===== config.mk =====
export PLATFORM = sky130hd
export DESIGN_NAME = note_judge
export DESIGN_NICKNAME = d
export VERILOG_FILES = /design/src/rtl/note_judge.sv
export SDC_FILE = /design/constraint.sdc
export NUM_CORES = 1
export LEC_CHECK = 0
export ABC_CLOCK_PERIOD_IN_PS = 3450
export BUFFER_PORTS_ARGS = -buffer_cell sky130_fd_sc_hd__buf_2
export CAP_MARGIN = 20
export CORE_ASPECT_RATIO = 0.75
export CORE_MARGIN = 2
export CORE_UTILIZATION = 30
export CTS_CLUSTER_DIAMETER = 200
export DETAILED_ROUTE_END_ITERATION = 8
export PLACE_DENSITY = 0.56
export SYNTH_ARGS = -nofsm -noshare
export SYNTH_HDL_FRONTEND = slang
export SYNTH_SLANG_ARGS = --single-unit

===== constraint.sdc =====
create_clock -name clk -period 3.45 [get_ports clk]
set_clock_uncertainty 0.15 [all_clocks]
set_input_delay 0.69 -clock clk [delete_from_list [all_inputs] [get_ports clk]]
set_output_delay 0.69 -clock clk [all_outputs]
set_load 0.01 [all_outputs]

===== src/rtl/note_judge.sv =====
// rtl/note_judge.sv - beat-windowed strum judge with score, streak and multiplier
//
// Purpose: opens a timing window on each beat and judges one player strum
// against the expected 5-fret chord. Hit/miss are one-cycle pulses; score
// saturates at 16'hFFFF, streak at 255, and the multiplier follows the streak.
//
// Ports:
//   clk, resetn            clock, asynchronous active-low reset
//   beat, notes_to_play    beat pulse and the chord expected on that beat
//   frets, strum           raw player buttons (asynchronous, synchronized here)
//   pause, stop            freeze judging / abort song (stop wins)
//   correct_notes          frets judged correct for the current beat
//   hit, miss              judgment pulses
//   score, streak          running totals
//   multiplier             min(1 + streak/STREAK_STEP, MAX_MULT)
module note_judge #(
  parameter int WINDOW_CYCLES = 2500000,
  parameter int POINTS        = 50,
  parameter int STREAK_STEP   = 8,
  parameter int MAX_MULT      = 4
) (
  input  logic        clk,
  input  logic        resetn,
  input  logic        beat,
  input  logic [4:0]  notes_to_play,
  input  logic [4:0]  frets,
  input  logic        strum,
  input  logic        pause,
  input  logic        stop,
  output logic [4:0]  correct_notes,
  output logic        hit,
  output logic        miss,
  output logic [15:0] score,
  output logic [7:0]  streak,
  output logic [2:0]  multiplier
);

  localparam int TW = (WINDOW_CYCLES > 1) ? $clog2(WINDOW_CYCLES) : 1;

  localparam logic [1:0] IDLE   = 2'd0;
  localparam logic [1:0] ARMED  = 2'd1;
  localparam logic [1:0] WINDOW = 2'd2;
  localparam logic [1:0] PAUSED = 2'd3;

  logic [4:0]    frets_meta_q, frets_sync_q;
  logic          strum_meta_q, strum_sync_q, strum_prev_q;
  logic          strum_edge;

  logic [1:0]    state_q, state_d, saved_q, saved_d;
  logic [4:0]    pending_q, pending_d;
  logic          judged_q, judged_d;
  logic [TW-1:0] timer_q, timer_d;
  logic          hit_q, hit_d, miss_q, miss_d;
  logic [15:0]   score_q, score_d;
  logic [7:0]    streak_q, streak_d;
  logic [4:0]    correct_q, correct_d;

  logic          do_hit, do_miss, do_load;
  logic [7:0]    mult_raw;
  logic [16:0]   score_sum;

  assign strum_edge = strum_sync_q & ~strum_prev_q;

  assign mult_raw   = 8'd1 + streak_q / 8'(STREAK_STEP);
  assign multiplier = (mult_raw > 8'(MAX_MULT)) ? 3'(MAX_MULT) : mult_raw[2:0];
  assign score_sum  = {1'b0, score_q} + 17'(POINTS) * 17'(multiplier);

  always_comb begin
    state_d   = state_q;
    saved_d   = saved_q;
    pending_d = pending_q;
    judged_d  = judged_q;
    timer_d   = timer_q;
    hit_d     = 1'b0;
    miss_d    = 1'b0;
    score_d   = score_q;
    streak_d  = streak_q;
    correct_d = correct_q;
    do_hit    = 1'b0;
    do_miss   = 1'b0;
    do_load   = 1'b0;

    if (stop) begin
      // Abort drops the pending chord silently; score survives.
      state_d   = IDLE;
      pending_d = '0;
      judged_d  = 1'b0;
      timer_d   = '0;
      streak_d  = '0;
      correct_d = '0;
    end else begin
      case (state_q)
        IDLE: state_d = ARMED;
        ARMED: begin
          if (pause) begin
            saved_d = ARMED;
            state_d = PAUSED;
          end else begin
            do_miss = strum_edge;  // nothing to judge: overstrum
            do_load = beat;
          end
        end
        WINDOW: begin
          if (pause) begin
            saved_d = WINDOW;
            state_d = PAUSED;
          end else begin
            if (strum_edge) begin
              // The strum result takes the cycle's single pulse; a stale
              // resolution of the same window in this cycle is dropped.
              if (!judged_q && pending_q != 5'd0 && frets_sync_q == pending_q)
                do_hit = 1'b1;
              else
                do_miss = 1'b1;
              judged_d = 1'b1;
            end else if ((beat || timer_q == '0) && !judged_q && pending_q != 5'd0) begin
              do_miss = 1'b1;
            end
            if (beat)
              do_load = 1'b1;
            else if (timer_q == '0)
              state_d = ARMED;
            else
              timer_d = timer_q - 1'b1;
          end
        end
        PAUSED: begin
          if (!pause) state_d = saved_q;
        end
        default: state_d = IDLE;
      endcase
    end

    if (do_hit) begin
      hit_d     = 1'b1;
      score_d   = score_sum[16] ? 16'hFFFF : score_sum[15:0];
      streak_d  = (streak_q == 8'hFF) ? 8'hFF : streak_q + 8'd1;
      correct_d = pending_q;
    end
    if (do_miss) begin
      miss_d    = 1'b1;
      streak_d  = '0;
      correct_d = '0;
    end
    // Loading comes after judgment so a same-cycle strum scores the old chord.
    if (do_load) begin
      pending_d = notes_to_play;
      judged_d  = 1'b0;
      timer_d   = TW'(WINDOW_CYCLES - 1);
      correct_d = '0;
      state_d   = WINDOW;
    end
  end

  always_ff @(posedge clk or negedge resetn) begin
    if (!resetn) begin
      frets_meta_q <= '0;
      frets_sync_q <= '0;
      strum_meta_q <= 1'b0;
      strum_sync_q <= 1'b0;
      strum_prev_q <= 1'b0;
      state_q      <= IDLE;
      saved_q      <= IDLE;
      pending_q    <= '0;
      judged_q     <= 1'b0;
      timer_q      <= '0;
      hit_q        <= 1'b0;
      miss_q       <= 1'b0;
      score_q      <= '0;
      streak_q     <= '0;
      correct_q    <= '0;
    end else begin
      frets_meta_q <= frets;
      frets_sync_q <= frets_meta_q;
      strum_meta_q <= strum;
      strum_sync_q <= strum_meta_q;
      strum_prev_q <= strum_sync_q;
      state_q      <= state_d;
      saved_q      <= saved_d;
      pending_q    <= pending_d;
      judged_q     <= judged_d;
      timer_q      <= timer_d;
      hit_q        <= hit_d;
      miss_q       <= miss_d;
      score_q      <= score_d;
      streak_q     <= streak_d;
      correct_q    <= correct_d;
    end
  end

  assign correct_notes = correct_q;
  assign hit           = hit_q;
  assign miss          = miss_q;
  assign score         = score_q;
  assign streak        = streak_q;

endmodule

==> results of run 1 <==
[metrics by stage]
stage	hold slack [ps]	instances	total power, mW	util, %	instance area [sq um]
final	198.4	665	3.006	38.88	5079
after global routing	212.1	665	3.218	38.88	5079
after CTS	197.4	657	3.033	37.68	4922
after detailed placement	184.7	642	2.104	35.51	4638
after global placement	182.5	642	2.091	35.51	4638
after floorplan	181.2	417	1.923	-	4129
[worst max-delay path, cell delays in order (launching register included)]
cell and delay [ps]:
dfrtp_2 430, ha_4 180, nand2_2 50, nand2_2 70, nand3_4 100, inv_4 40
ha_4 210, ha_4 150, ha_2 150, or2_4 250, ha_4 160, or3_4 340
a21oi_4 150, o21ai_2 90, o21ai_4 220, nor2_4 60, nand3b_1 120, mux2_4 300
[where the power goes]
part           switching [mW]  internal, mW  total [mW]
clock network           0.351         0.556       0.907
registers               0.126          1.02        1.15
logic                   0.579         0.374       0.954
total                    1.06          1.95        3.01
[registers in the layout (all words and copies together) (netlist names), 2 cells and up]
signal,count
correct_notes,5
frets_sync_q,5
state_q,2
streak,8
frets_meta_q,5
saved_q,2
pending_q,5
score,16
timer_q,22
[final timing paths]
check	startpoint	end	slack (ps)	cells past startpoint
max	streak[4]	score[10]	120	17
min	frets_meta_q[1]	frets_sync_q[1]	200	0
max reg2reg	streak[4]	score[10]	120	17
min reg2reg	frets_meta_q[1]	frets_sync_q[1]	200	0
max in group asynchronous	resetn	streak[4]	2100	1
min in group asynchronous	resetn	score[2]	350	1
[logic make-up (layout without fill, tap and decap cells)]
family | count (synthesis) | after routing | share of synthesized area (%)
multiplexers | 5 | 5 | 1.329
AO/OA/AOI/OAI | 105 | 105 | 17.74
adder cells (fa/ha/maj) | 20 | 20 | 6.306
flip-flops | 76 | 76 | 46.99
XOR/XNOR | 31 | 31 | 6.708
buffers and inverters | 29 | 106 | 3.091
AND/OR/NAND/NOR | 151 | 151 | 17.84
[cells in the final DEF (no fill, tap or decap), drive strengths merged, types with 2 or more instances in the layout]
cell type / instances
xor2: 5
or3: 8
a31oi: 2
nor4: 4
a21oi: 39
o22a: 4
o21bai: 2
a32o: 6
nor2: 41
nand3: 16
a22o: 3
nor3: 10
o21ai: 26
clkbuf: 11
and3: 5
a21o: 3
nand2: 45
or2: 3
o31ai: 2
nor2b: 2
dfrtp: 76
or4: 7
o41ai: 2
mux2i: 2
buf: 72
mux2: 3
inv: 19
clkinv: 2
ha: 18
nand2b: 6
o211ai: 4
xnor2: 26
o21a: 2
[per-layer routing]
metal / vias up / wire length, um
li1: 1633 / -
met1: 1600 / 4745
met3: 4 / 385
met5: - / 0
met2: 65 / 4345
met4: 0 / 51
[layout make-up]
type / instances / area [sq um]
clock inverter: 4 / 51.30
multi-input combinational: 312 / 2182
sequential: 76 / 1904
fill: 1298 / 7984
tap: 171 / 214.0
inverter: 19 / 73.82
timing repair buffer: 72 / 420.4
clock buffer: 11 / 232.7
[timing repair]
item | CTS | global route
resized for setup | 0 | 27
pin swaps | 1 | 12
setup endpoints to repair | 3 | 16
buffers inserted | 0 | 9
hold endpoints to repair | 0 | 0
==> impl_metrics.csv, run 1 <==
group,metric,value,unit
synth,synth_fp_nets,452,
clocking,cts.sinks,76,
final_layout,syn2layout_area_growth,25.47,%
global_routing,grt_remaining_overflow,0,
drt,wire_per_inst,14.33,um
critical_path,crit_required,3510,ps
die,io_pins,50,
drt,drt_pre_antenna_iters,4,
min_path,holdCritPathClass,"reg -> reg",
timing,postLayoutSetupSlackWorst,115.3,ps
global_routing,met2_usage,20.26,%
clocking,numCtsBuffers,9,
global_routing,met3_usage,4.216,%
synth,ys.flop_type,"dfrtp_1",
clocking,hold_buffers,0,
final_layout,nets,525,
place,place_congestion,0.8134,
timing,tightest_slew,968.0,ps
global_routing,grt_pass1_vias,3214,
timing,final-hold-violation-count,0,
timing,rsz0062_at_grt,"no",
timing,period_share,96.66,%
critical_path,start_kind,"flop",
drt,drc,0,
die,fp.coreArea,0.01306,sq mm
die,fp-row-count,36,
global_routing,top_usage_layer,"met2",
power,p_leak,2.366,nW
power,pwr_density_cell,592.0,mW/mm^2
timing,max_freq,299.9,MHz
drt,wl,9527,um
global_routing,use_met1,18.80,%
clocking,cts_tree,"built",
die,die_h,104.6,um
place,pre_cts_slack,-8.627,ps
drt,detail-route-antenna-nets,0,
global_routing,grt_first_pass_wirelength,15890,um
clocking,clock_latency,330,ps
synth,seq_area_frac_synth,46.99,%
synth,synth_warnings,0,
die,initial_core_util,30.99,%
drt,drt_iter0_drc,134,
place,place_hpwl,6773,um
global_routing,grt_max_degree,77,
flow_run,cap_violations,0,
die,die-area,0.01445,sq mm
clocking,cts_buffer_depth,2,
clocking,h-tree-depth,3,
final_layout,drive_above_1_share,26.52,%
critical_path,criticalPathCategory,"reg -> reg",
drt,vias,3302,
synth,synth-edff-count,0,
synth,syn-instance-count,417,
run_status,status,"completed",
power,irDropWorstVdd,0.3299,mV
synth,yosys.cell_types.count,58,
synth,synthTopCellsByArea,"dfrtp_1 47%, xnor2_1 5.6%, ha_1 5.6%",
synth,yosys-top-cells-count,"76 x dfrtp_1, 45 x nand2_1, 40 x nor2_1",
global_routing,grtUsageTotal,13.43,%
synth,yosysMostFrequentCell,"dfrtp_1",
die,die_x,138.1,um
place,io_buffers,49,
synth,async_flop_share,100.0,%
global_routing,antenna_found_initial,0,
synth,ys_ff_latch,76,
clocking,clkTransAtPathRegs,60,ps
critical_path,end_kind,"flop",
synth,synth.largest_area_cell,"dfrtp_1",
critical_path,worstPathArrival,3400,ps
timing,setup_viol,0,
drt,viasPerCell,4.965,
synth,netlist_area,0.004048,sq mm
timing,slew_headroom,35.47,%
final_layout,diodes,0,
synth,avgSynthCellArea,9.707,sq um
timing,drv_slew,0,
critical_path,path_max_fanout,4,
timing,tns,0,ps
synth,yosys.area.top_type_share,46.99,%
timing,layout_min_cycle_time,3335,ps
clocking,root_buffer,"clkbuf_16",
(Power assumes the default switching activity.)
==> run 2, diff against run 1 <==
- CAP_MARGIN: 20 -> default
- CORE_UTILIZATION: 30 -> 24
- PLACE_DENSITY: 0.56 -> 0.49
==> impl_metrics.csv, run 2 (synthesis gave the netlist of run 1 again) <==
group,metric,value,unit
run_status,status,"completed",
final_layout,layout_common_cells,"74 x dfrtp_1, 48 x buf_2, 42 x nand2_1",
final_layout,drive_above_1_share,26.51,%
clocking,numCtsBuffers,9,
min_path,holdCritPathClass,"reg -> reg",
critical_path,setup.worst_path.start,"streak[3]",
critical_path,crit_chain,"ha_4 -> nand3_2 -> inv_2 -> ha_4 -> ha_4 -> ha_2 -> or2_4 -> ha_4 -> or3_4 -> a21oi_2 -> o21ai_1 -> o21ai_2 -> buf_4 -> nand2_1 -> mux2_4",
die,io_pins,50,
final_layout,nets,528,
critical_path,start_kind,"flop",
drt,drc,0,
drt,wire_per_inst,14.03,um
global_routing,grtUsageTotal,11.59,%
final_layout,largest-register,"timer_q",
final_layout,multi_input_area,0.002141,sq mm
place,place_hpwl,7218,um
drt,drt_pre_antenna_iters,4,
final_layout,fillers,1723,
timing,period_share,96.64,%
critical_path,crit_buf_inv,2,
clocking,cts_buffer_depth,2,
power,p_leak,2.378,nW
clocking,root_buffer,"clkbuf_16",
global_routing,grt_pass1_vias,3225,
drt,drt_iter0_drc,126,
critical_path,slowest_delay,440,ps
min_path,min_to,"frets_sync_q[2]",
die,initial_core_util,24.28,%
timing,max_freq,299.9,MHz
clocking,clock_latency,340,ps
die,die_h,116.5,um
critical_path,regToRegEndpoint,"score[15]",
clocking,h-tree-depth,3,
min_path,hold_path_depth,0,
final_layout,seq_area,0.001904,sq mm
final_layout,largest_register_ffs,22,
critical_path,crit_slowest_cell,"dfrtp_2",
power,irDropWorstVdd,0.2656,mV
global_routing,grt_remaining_overflow,0,
critical_path,rr_worst_depth,15,
critical_path,r2r_start,"streak[3]",
critical_path,crit_top_cell,"ha_4",
global_routing,grt_max_degree,46,
critical_path,rrSetupSlack,120,ps
final_layout,final_common_cell,"dfrtp_1",
global_routing,grt_first_pass_wirelength,16350,um
timing,tightest_slew,784.9,ps
clocking,cts.sinks,76,
global_routing,antenna_found_initial,0,
die,fp.coreArea,0.01667,sq mm
clocking,hold_buffers,0,
drt,detail-route-antenna-nets,0,
clocking,clkTransAtPathRegs,60,ps
drt,viasPerCell,4.652,
place,place_congestion,0.8133,
critical_path,crit_family,"adder cells",
timing,slew_headroom,47.51,%
final_layout,syn2layout_area_growth,26.74,%
critical_path,criticalPathCategory,"reg -> reg",
place,io_buffers,49,
critical_path,crit_required,3520,ps
final_layout,diodes,0,
die,die-area,0.01793,sq mm
die,die_x,154.0,um
critical_path,path_max_fanout,4,
timing,layout_min_cycle_time,3334,ps
timing,setup_viol,0,
min_path,hold_start,"frets_meta_q[2]",
power,pwr_density_cell,595.1,mW/mm^2
drt,vias,3317,
die,fp-row-count,41,
critical_path,worstPathArrival,3400,ps
timing,drv_slew,0,
final_layout,fin_cells,713,
critical_path,end_kind,"flop",
power,total_power,3.053,mW
flow_run,cap_violations,0,
timing,final-hold-violation-count,0,
place,place_inst,692,
clocking,cts_tree,"built",
drt,wl,10000,um
==> run 2: area by class of cell <==
| type | instances | share of cell area, % |
|---|---|---|
| timing repair buffer | 75 | 8.634 |
| clock buffer | 10 | 4.463 |
| tap | 215 | 5.244 |
| multi-input combinational | 312 | 41.73 |
| clock inverter | 6 | 1.415 |
| sequential | 76 | 37.12 |
| inverter | 19 | 1.390 |
==> run 2: what timing repair did <==
item	4_1_cts	5_1_grt
endpoints found under the hold margin	0	0
endpoints found under the setup margin	2	15
cloned	0	0
pin swaps	1	9
buffers inserted	0	5
resized for setup	0	18
==> run 2: worst max-delay path by stage <==
stage                     end  cells after the start
floorplan           score[10]                     18
global placement    score[10]                     17
detailed placement  score[12]                     17
CTS                 score[10]                     17
global route        score[10]                     15
finish              score[15]                     15
==> run 2: power by group <==
group,switching (mW),internal [mW],total [mW]
combinational,0.575,0.376,0.951
sequential,0.131,1.02,1.15
clock,0.385,0.567,0.952
==> run 2: per-layer routing <==
metal | routed length [um] | global-route usage [%] | vias to the layer above
li1 | - | - | 1638
met1 | 5246 | 16.28 | 1610
met2 | 4324 | 17.61 | 67
met3 | 394 | 3.043 | 2
met4 | 38 | 3.489 | 0
met5 | 0 | 0 | -
==> run 2: worst register-to-register path, cell delays in order, from the launching register on <==
cell and delay (ps):
dfrtp_2 440, ha_4 290, nand3_2 80, inv_2 90, ha_4 200, ha_4 150
ha_2 160, or2_4 260, ha_4 160, or3_4 330, a21oi_2 120, o21ai_1 90
o21ai_2 230, buf_4 170, nand2_1 50, mux2_4 260
==> run 2: per-stage QoR <==
step                utilization, %  hold WS, ps  area (sq um)  setup TNS, ps  setup WS (ps)
floorplan                        -        181.2          4129              0          5.954
global placement             28.42        185.5          4738              0          72.17
detailed placement           28.42        186.2          4738              0          8.094
CTS                          30.23        204.4          5040              0          17.32
global route                 30.77        206.0          5130         -29.93         -22.87
finish                       30.77        201.9          5130              0          115.9
==> run 3, diff against run 2 <==
- ABC_CLOCK_PERIOD_IN_PS: 3450 -> 3370
- CORE_UTILIZATION: 24 -> 58
- PLACE_DENSITY: 0.49 -> 0.88
- clock period: 3.45 -> 3.37 ns (I/O delays scaled with it)
==> impl_metrics.csv, run 3 (synthesis gave the netlist of run 1 again) <==
group,metric,value,unit
final_layout,layout_common_cells,"74 x dfrtp_1, 48 x buf_2, 42 x nand2_1",
timing,drv_slew,0,
timing,slew_headroom,37.97,%
global_routing,grtUsageTotal,25.43,%
critical_path,crit_slowest_cell,"dfrtp_2",
final_layout,syn2layout_area_growth,19.94,%
die,die-area,0.007670,sq mm
global_routing,grt_pass1_vias,3399,
clocking,cts_tree,"built",
drt,detail-route-antenna-nets,0,
min_path,holdCritPathClass,"reg -> reg",
clocking,cts.sinks,76,
place,place_congestion,0.9394,
drt,drt_iter0_drc,212,
global_routing,grt_max_degree,77,
drt,wire_per_inst,16.29,um
final_layout,final_area,0.004855,sq mm
drt,viasPerCell,6.000,
critical_path,crit_required,3460,ps
timing,postLayoutSetupSlackWorst,-60.39,ps
power,p_leak,2.318,nW
drt,drt_pre_antenna_iters,5,
critical_path,crit_top_cell,"ha_4",
final_layout,largest-register,"timer_q",
timing,period_share,101.8,%
critical_path,start_kind,"flop",
timing,final-hold-violation-count,0,
die,io_pins,50,
drt,wl,9398,um
critical_path,end_kind,"flop",
run_status,status,"complete, but fails checks",
final_layout,largest_register_ffs,22,
die,die_x,100.5,um
final_layout,drive_above_1_share,25.76,%
die,die_h,76.35,um
final_layout,nets,524,
place,pre_cts_slack,-123.5,ps
critical_path,slowest_delay,440,ps
drt,vias,3462,
timing,tightest_slew,930.4,ps
timing,max_freq,291.5,MHz
timing,setup_viol,5,
clocking,root_buffer,"clkbuf_8",
timing,hold_slack,202.1,ps
global_routing,grt_remaining_overflow,0,
place,place_hpwl,6534,um
global_routing,antenna_found_initial,0,
critical_path,worstPathArrival,3520,ps
die,fp.coreArea,0.006799,sq mm
flow_run,cap_violations,0,
final_layout,final_common_cell,"dfrtp_1",
place,placed_cell_area,0.004552,sq mm
die,fp-row-count,26,
run_status,violations,"negative setup slack",
final_layout,diodes,0,
clocking,h-tree-depth,3,
power,total_power,2.833,mW
clocking,clock_latency,350,ps
critical_path,criticalPathCategory,"reg -> reg",
timing,rsz0062_at_grt,"yes",
drt,drc,0,
clocking,clkTransAtPathRegs,80,ps
power,irDropWorstVdd,0.3793,mV
critical_path,crit_chain,"ha_4 -> nand2_2 -> nand2_2 -> nand3_2 -> inv_2 -> ha_4 -> ha_4 -> ha_4 -> or2_4 -> ha_4 -> or3_4 -> a21oi_4 -> o21ai_2 -> o21ai_4 -> nor2_4 -> nand3_1 -> mux2_4",
clocking,numCtsBuffers,9,
final_layout,post-route-util,71.40,%
clocking,cts_buffer_depth,2,
power,pwr_density_cell,583.6,mW/mm^2
critical_path,path_max_fanout,4,
place,io_buffers,49,
timing,layout_min_cycle_time,3430,ps
die,initial_core_util,59.53,%
global_routing,grt_first_pass_wirelength,15580,um
run 3: metrics by stage:
step,cells,TNS [ps]
after global placement,555,0
final,577,-142.2
after CTS,574,0
after global routing,577,-897.7
after detailed placement,555,-622.0
after floorplan,417,0
run 3: area by class of cell:
cell class / instances / area [sq um]
inverters: 19 / 71.32
clock buffers: 11 / 141.4
repair buffers: 71 / 416.7
multi-input cells: 312 / 2166
flip-flops and latches: 76 / 1904
fillers: 450 / 1944
clock inverters: 4 / 50.05
well taps: 84 / 105.1
run 3: what timing repair did:
action | CTS | global route
pin swaps | 6 | 8
gates resized for setup | 1 | 15
buffers inserted | 4 | 3
endpoints found under the hold margin | 0 | 0
endpoints found under the setup margin | 10 | 16
hold buffers | 0 | 0
gates cloned | 0 | 0
run 3: worst paths after layout:
check,startpoint,slack [ps],cells after the start,endpoint
worst max-delay path,streak[4],-60,17,score[12]
worst min-delay path,frets_meta_q[3],200,0,frets_sync_q[3]
worst max register to register,streak[4],-60,17,score[12]
worst min register to register,frets_meta_q[3],200,0,frets_sync_q[3]
max in group asynchronous,resetn,2110,1,streak[3]
min in group asynchronous,resetn,310,1,strum_meta_q
run 3: power breakdown:
part           switching (mW)  total (mW)  internal [mW]
Sequential              0.136        1.18           1.04
Combinational           0.595       0.976          0.380
Clock                   0.322       0.679          0.357
run 3: worst max-delay path: cells and delay by family (launching register included):
| kind | cells | cell delay (ps) |
|---|---|---|
| fa+ha+maj | 5 | 870 |
| buf+inv | 1 | 50 |
| simple gates | 7 | 1010 |
| flops | 1 | 440 |
| mux | 1 | 310 |
| compound gates | 3 | 470 |
run 3: per-layer routing:
metal	GRT usage [%]	routed length, um	up-vias
met3	7.615	551	17
met4	7.945	143	0
li1	-	-	1621
met1	33.82	4024	1692
met5	0	0	-
met2	40.20	4678	132
